**src/rtl/loop_sequencer_if.sv**
```systemverilog
// Handshake/data bundle between a loop_sequencer and whoever launches it.
interface loop_sequencer_if #(
    parameter int WIDTH = 8
);
    logic             start;
    logic             abort;
    logic [WIDTH-1:0] init;
    logic [WIDTH-1:0] limit;
    logic [WIDTH-1:0] step;
    logic             down;
    logic [WIDTH-1:0] count;
    logic [WIDTH-1:0] iters;
    logic             busy;
    logic             iter_tick;
    logic             done;
    logic             wrap;

    modport master (
        output start, abort, init, limit, step, down,
        input  count, iters, busy, iter_tick, done, wrap
    );

    modport slave (
        input  start, abort, init, limit, step, down,
        output count, iters, busy, iter_tick, done, wrap
    );
endinterface

```
**src/rtl/loop_sequencer.sv**
```systemverilog
// Bounded while-loop in hardware: steps a value up or down every PRESCALE
// clocks while it stays on the right side of a latched limit.
module loop_sequencer #(
    parameter int WIDTH    = 8,
    parameter int PRESCALE = 1
) (
    input logic           clk,
    input logic           rstn,
    loop_sequencer_if.slave bus
);
    localparam int             PW       = $clog2(PRESCALE + 1);
    localparam logic [PW-1:0]  PRE_LAST = PW'(PRESCALE - 1);
    localparam logic [0:0]     S_IDLE   = 1'b0;
    localparam logic [0:0]     S_RUN    = 1'b1;

    logic [0:0]       r_state;
    logic [PW-1:0]    r_pre;
    logic [WIDTH-1:0] r_limit;
    logic [WIDTH-1:0] r_step;
    logic             r_down;
    logic [WIDTH-1:0] r_count;
    logic [WIDTH-1:0] r_iters;
    logic             r_tick;
    logic             r_done;
    logic             r_wrap;

    logic [WIDTH:0]   w_next;
    logic             w_carry;
    logic             w_init_ok;
    logic             w_next_ok;

    function automatic logic f_holds(input logic [WIDTH-1:0] v,
                                     input logic [WIDTH-1:0] lim,
                                     input logic             dn);
        return dn ? (v >= lim) : (v <= lim);
    endfunction

    // The extra top bit is the carry (up) or borrow (down) that signals wrap.
    // NOTE: always_comb assigns every output unconditionally, so no latch is inferred.
    always_comb begin
        w_next    = r_down ? ({1'b0, r_count} - {1'b0, r_step})
                           : ({1'b0, r_count} + {1'b0, r_step});
        w_carry   = w_next[WIDTH];
        w_init_ok = f_holds(bus.init, bus.limit, bus.down);
        w_next_ok = f_holds(w_next[WIDTH-1:0], r_limit, r_down);
    end

    // NOTE: state uses non-blocking assignments so every register sees pre-edge values.
    always_ff @(posedge clk or negedge rstn) begin
        if (!rstn) begin
            r_state <= S_IDLE;
            r_pre   <= '0;
            r_limit <= '0;
            r_step  <= '0;
            r_down  <= 1'b0;
            r_count <= '0;
            r_iters <= '0;
            r_tick  <= 1'b0;
            r_done  <= 1'b0;
            r_wrap  <= 1'b0;
        end else begin
            r_tick <= 1'b0;
            r_done <= 1'b0;
            case (r_state)
                S_IDLE: begin
                    if (bus.start && !bus.abort) begin
                        r_limit <= bus.limit;
                        r_step  <= bus.step;
                        r_down  <= bus.down;
                        r_count <= bus.init;
                        r_iters <= '0;
                        r_wrap  <= 1'b0;
                        r_pre   <= '0;
                        if (w_init_ok) r_state <= S_RUN;
                        else           r_done  <= 1'b1;
                    end
                end
                default: begin
                    if (bus.abort) begin
                        r_state <= S_IDLE;
                    end else if (r_pre == PRE_LAST) begin
                        r_pre <= '0;
                        if (w_carry) begin
                            r_wrap  <= 1'b1;
                            r_done  <= 1'b1;
                            r_state <= S_IDLE;
                        end else begin
                            r_count <= w_next[WIDTH-1:0];
                            r_tick  <= 1'b1;
                            if (r_iters != '1) r_iters <= r_iters + WIDTH'(1);
                            if (!w_next_ok) begin
                                r_done  <= 1'b1;
                                r_state <= S_IDLE;
                            end
                        end
                    end else begin
                        r_pre <= r_pre + PW'(1);
                    end
                end
            endcase
        end
    end

    assign bus.count     = r_count;
    assign bus.iters     = r_iters;
    assign bus.busy      = (r_state == S_RUN);
    assign bus.iter_tick = r_tick;
    assign bus.done      = r_done;
    assign bus.wrap      = r_wrap;
endmodule

```
**src/flat_wrapper.sv**
```systemverilog
// flat-port wrapper written by rule: the top's interface ports become plain ports
module loop_sequencer_flat 
#(
    parameter int WIDTH    = 8,
    parameter int PRESCALE = 1
)
  (clk, rstn, bus_start, bus_abort, bus_init, bus_limit, bus_step, bus_down, bus_count, bus_iters, bus_busy, bus_iter_tick, bus_done, bus_wrap);
  loop_sequencer_if #(.WIDTH(WIDTH)) bus_i ();
  input logic clk;
  input logic rstn;
  input wire logic [$bits(bus_i.start)-1:0] bus_start;
  input wire logic [$bits(bus_i.abort)-1:0] bus_abort;
  input wire logic [$bits(bus_i.init)-1:0] bus_init;
  input wire logic [$bits(bus_i.limit)-1:0] bus_limit;
  input wire logic [$bits(bus_i.step)-1:0] bus_step;
  input wire logic [$bits(bus_i.down)-1:0] bus_down;
  output wire logic [$bits(bus_i.count)-1:0] bus_count;
  output wire logic [$bits(bus_i.iters)-1:0] bus_iters;
  output wire logic [$bits(bus_i.busy)-1:0] bus_busy;
  output wire logic [$bits(bus_i.iter_tick)-1:0] bus_iter_tick;
  output wire logic [$bits(bus_i.done)-1:0] bus_done;
  output wire logic [$bits(bus_i.wrap)-1:0] bus_wrap;
  assign bus_i.start = bus_start;
  assign bus_i.abort = bus_abort;
  assign bus_i.init = bus_init;
  assign bus_i.limit = bus_limit;
  assign bus_i.step = bus_step;
  assign bus_i.down = bus_down;
  assign bus_count = bus_i.count;
  assign bus_iters = bus_i.iters;
  assign bus_busy = bus_i.busy;
  assign bus_iter_tick = bus_i.iter_tick;
  assign bus_done = bus_i.done;
  assign bus_wrap = bus_i.wrap;
  loop_sequencer #(.WIDTH(WIDTH), .PRESCALE(PRESCALE)) u_core (.clk(clk), .rstn(rstn), .bus(bus_i));
endmodule
```
**config.mk**
```make
export PLATFORM = sky130hd
export DESIGN_NAME = loop_sequencer_flat
export DESIGN_NICKNAME = d
export VERILOG_FILES = /design/src/rtl/loop_sequencer_if.sv /design/src/rtl/loop_sequencer.sv /design/src/flat_wrapper.sv
export SDC_FILE = /design/constraint.sdc
export NUM_CORES = 1
export LEC_CHECK = 0
export ABC_AREA = 1
export CELL_PAD_IN_SITES_DETAIL_PLACEMENT = 1
export CELL_PAD_IN_SITES_GLOBAL_PLACEMENT = 1
export CORE_UTILIZATION = 41
export CTS_CLUSTER_DIAMETER = 40
export DETAILED_ROUTE_END_ITERATION = 6
export PLACE_DENSITY = 0.86
export REMOVE_ABC_BUFFERS = 1
export SYNTH_ARGS = -nofsm -noshare
export SYNTH_HDL_FRONTEND = slang
export SYNTH_SLANG_ARGS = --single-unit
```
**constraint.sdc**
```tcl
create_clock -name clk -period 6 [get_ports clk]
set_clock_uncertainty 0.05 [all_clocks]
set_input_delay 1.8 -clock clk [delete_from_list [all_inputs] [get_ports clk]]
set_output_delay 1.8 -clock clk [all_outputs]
set_load 0.005 [all_outputs]
```
==> impl_metrics.tcl <==
set metrics [dict create \
    slew_headroom_pct 40.79 \
    stdcell_area_mm2 0.003382 \
    regArea_um2 925.9 \
    min_period_ns 3.539 \
    arrival_ns 3.66 \
    max_freq_mhz 282.6 \
    seqPwrFrac_pct 23.8 \
    coreArea_mm2 0.006422 \
    dr.pass1.iters 6 \
    grt_pass1_wl_mm 13.21 \
    cpPeakStageDelay_ns 0.48 \
    violations "DRC" \
    worst_skew_pair.late_latency_ns 0.29 \
    synthArstFlopShare_pct 100.0 \
    slowest_stage "clkdlybuf4s50_1" \
    synth_area_mm2 0.002759 \
    fin_util_pct 52.66 \
    p_switching_uw 762.6 \
    gp_routability_congestion 0.8296 \
    crit_chain "clkdlybuf4s50_1 -> nor2_1 -> nand2_2 -> o21ai_1 -> inv_1 -> a22oi_4 -> nand2_2 -> nand2_1 -> nand2_1" \
    startpoint_type "primary input" \
    worstSetupPathType "primary input to flip-flop" \
    critPathLaunch "bus_abort" \
    hp-start "u_core.r_limit[3]" \
    vias 2674 \
    wl_per_cell_um 15.01 \
    synth_edf_count 0 \
    hpwlAfterDp_mm 6.053 \
    synth_warnings 0 \
    synthToLayoutAreaGrowth_pct 22.58 \
    portBuffers 48 \
    drc 6 \
    antenna_cells 0 \
    num_rows 29 \
    antenna_found_initial 0 \
    ys_seq_area_share_pct 33.56 \
    path_max_fanout 23 \
    htree_levels 2 \
    die_w_um 84.03 \
    drt-total-wl_mm 7.743 \
    p_per_area_mw_per_mm2 470.0 \
    synth_cell_types 31 \
    die-height_um 84.03 \
    pin_count 49 \
    internal-power_uw 826.9 \
    finalSetupViolCount 0 \
    die-area_mm2 0.007061 \
    fillCellCount 844 \
    grt_pass1_vias 2887 \
    cts_num_sinks 37 \
    place_area_mm2 0.003296 \
    required_ns 6.12 \
    crit_path_end_kind "flip-flop" \
    timing.final.hold_violations 0 \
    netlist_instances 391 \
    cts_buffers 5 \
    drv_slew 0 \
    multi_input_area_mm2 0.001565 \
    timing.final.crit_share_pct 58.99 \
    drtIter0Drc 79 \
    synth_top_cells_by_count "nand2_1 (127), inv_1 (60), dfrtp_1 (37)" \
    syn_avg_cell_area_um2 7.056 \
    viasPerCell 5.182 \
    p_leak_nw 1.780 \
    final_nets 495 \
    antenna_left 0 \
    cts_resized 0 \
    grt_usage_pct 23.69 \
    r2r-start "u_core.r_step[0]" \
    rsz0062_at_grt "false" \
    swShare_pct 47.98 \
    hold_class "flip-flop to flip-flop" \
    synthFlopType "dfrtp_1" \
    yosys.area.top_type_share_pct 33.56 \
    clk_pin_slew_worst_paths_ns 0.08 \
    synthTopCellsByArea "dfrtp_1 (34%), nand2_1 (17%), ha_1 (12%)" \
    ys_ff_latch 37 \
    grt_max_degree 38 \
    start_util_pct 42.96 \
    peakVddDrop_mv 0.1756 \
    root_buffer "clkbuf_8" \
    drv_cap 0 \
    ff2ff_setup_slack_ns 2.46 \
    clock_path_buffers 2 \
    cts_tree "done" \
    setup_tns_ns 0 \
    outcome "finished with violations" \
    drive_above_1_share_pct 5.467 \
    tightestPinTransition_ns 0.8881 \
    postCtsHoldBufs 0 \
    cts_setup_buffers 0 \
    synth_most_common_cell "nand2_1" \
    p_clk_share_pct 11.3 \
    synth_top_area_cell "dfrtp_1" \
    combinationalPowerShare_pct 64.9 \
    grt.overflow.total 0 \
]
==> through the flow <==
step | total power, mW | setup WS [ns] | std cells | hold slack (ns)
after floorplan | 1.087 | 3.045 | 384 | 0.4030
after global placement | 1.347 | 2.296 | 509 | 0.4214
after detailed placement | 1.412 | 2.138 | 509 | 0.4295
after CTS | 1.603 | 2.432 | 516 | 0.4482
after global routing | 1.761 | 2.078 | 516 | 0.4795
final | 1.589 | 2.461 | 516 | 0.4456
==> kinds of logic (layout without fill, tap and decap cells) <==
logic type,count (synthesis),count (layout),share of synthesized area (%)
flops,37,37,33.56
fa+ha+maj,27,27,12.52
buf+inv,69,117,9.705
compound gates,46,46,9.660
simple gates,203,203,31.70
xor+xnor,9,9,2.857
==> routing by layer <==
layer | global-route usage (%) | part of all wire (%) | vias up
met5 | 0 | 0 | -
met4 | 7.994 | 1.5 | 0
met3 | 3.561 | 2.5 | 13
met2 | 43.07 | 51 | 44
met1 | 28.36 | 45 | 1292
li1 | - | - | 1325
==> worst max-delay path, delay by kind of cell <==
kind            cells  cell delay (ns)
compound gates      2             0.47
buf+inv             2             0.56
simple gates        5             0.81
==> flip-flops by register name (all words and copies together) (netlist names), 8 cells and up <==
signal	flops
u_core.bus.count	8
u_core.bus.iters	8
u_core.r_limit	8
u_core.r_step	8
==> power groups by stage <==
stage	registers (mW)	clock network (mW)	logic, mW
finish	0.379	0.180	1.03
floorplan	0.366	0	0.721
detailed placement	0.383	0	1.03
CTS	0.379	0.186	1.04
global route	0.387	0.197	1.18
global placement	0.380	0	0.967
==> path summary, 6_finish.rpt <==
check	to	cells after the start
hold reg to reg	u_core.r_limit[3]	2
min in group asynchronous	u_core.bus.count[0]	1
setup reg to reg	u_core.bus.done	24
hold / removal	u_core.r_limit[3]	2
setup / recovery	u_core.bus.iters[2]	9
max in group asynchronous	u_core.bus.done	1
==> placed cells by master (no fill, tap or decap), drive strengths merged, types with 2 or more instances in the layout <==
cell / instances
nand2: 135
inv: 62
clkdlybuf4s50: 47
dfrtp: 37
nand3: 35
ha: 26
o21ai: 23
nor2: 22
a21oi: 18
clkbuf: 7
xnor2: 5
xor2: 4
nand3b: 3
and2: 3
nand4: 3
nor3: 2
a22oi: 2
==> layout make-up <==
cell class	count	area share [%]
multi-input combinational	285	46.28
sequential	37	27.38
timing repair buffer	48	14.06
inverter	62	6.881
tap	77	2.849
clock buffer	7	2.553
(Power assumes the default switching activity.)
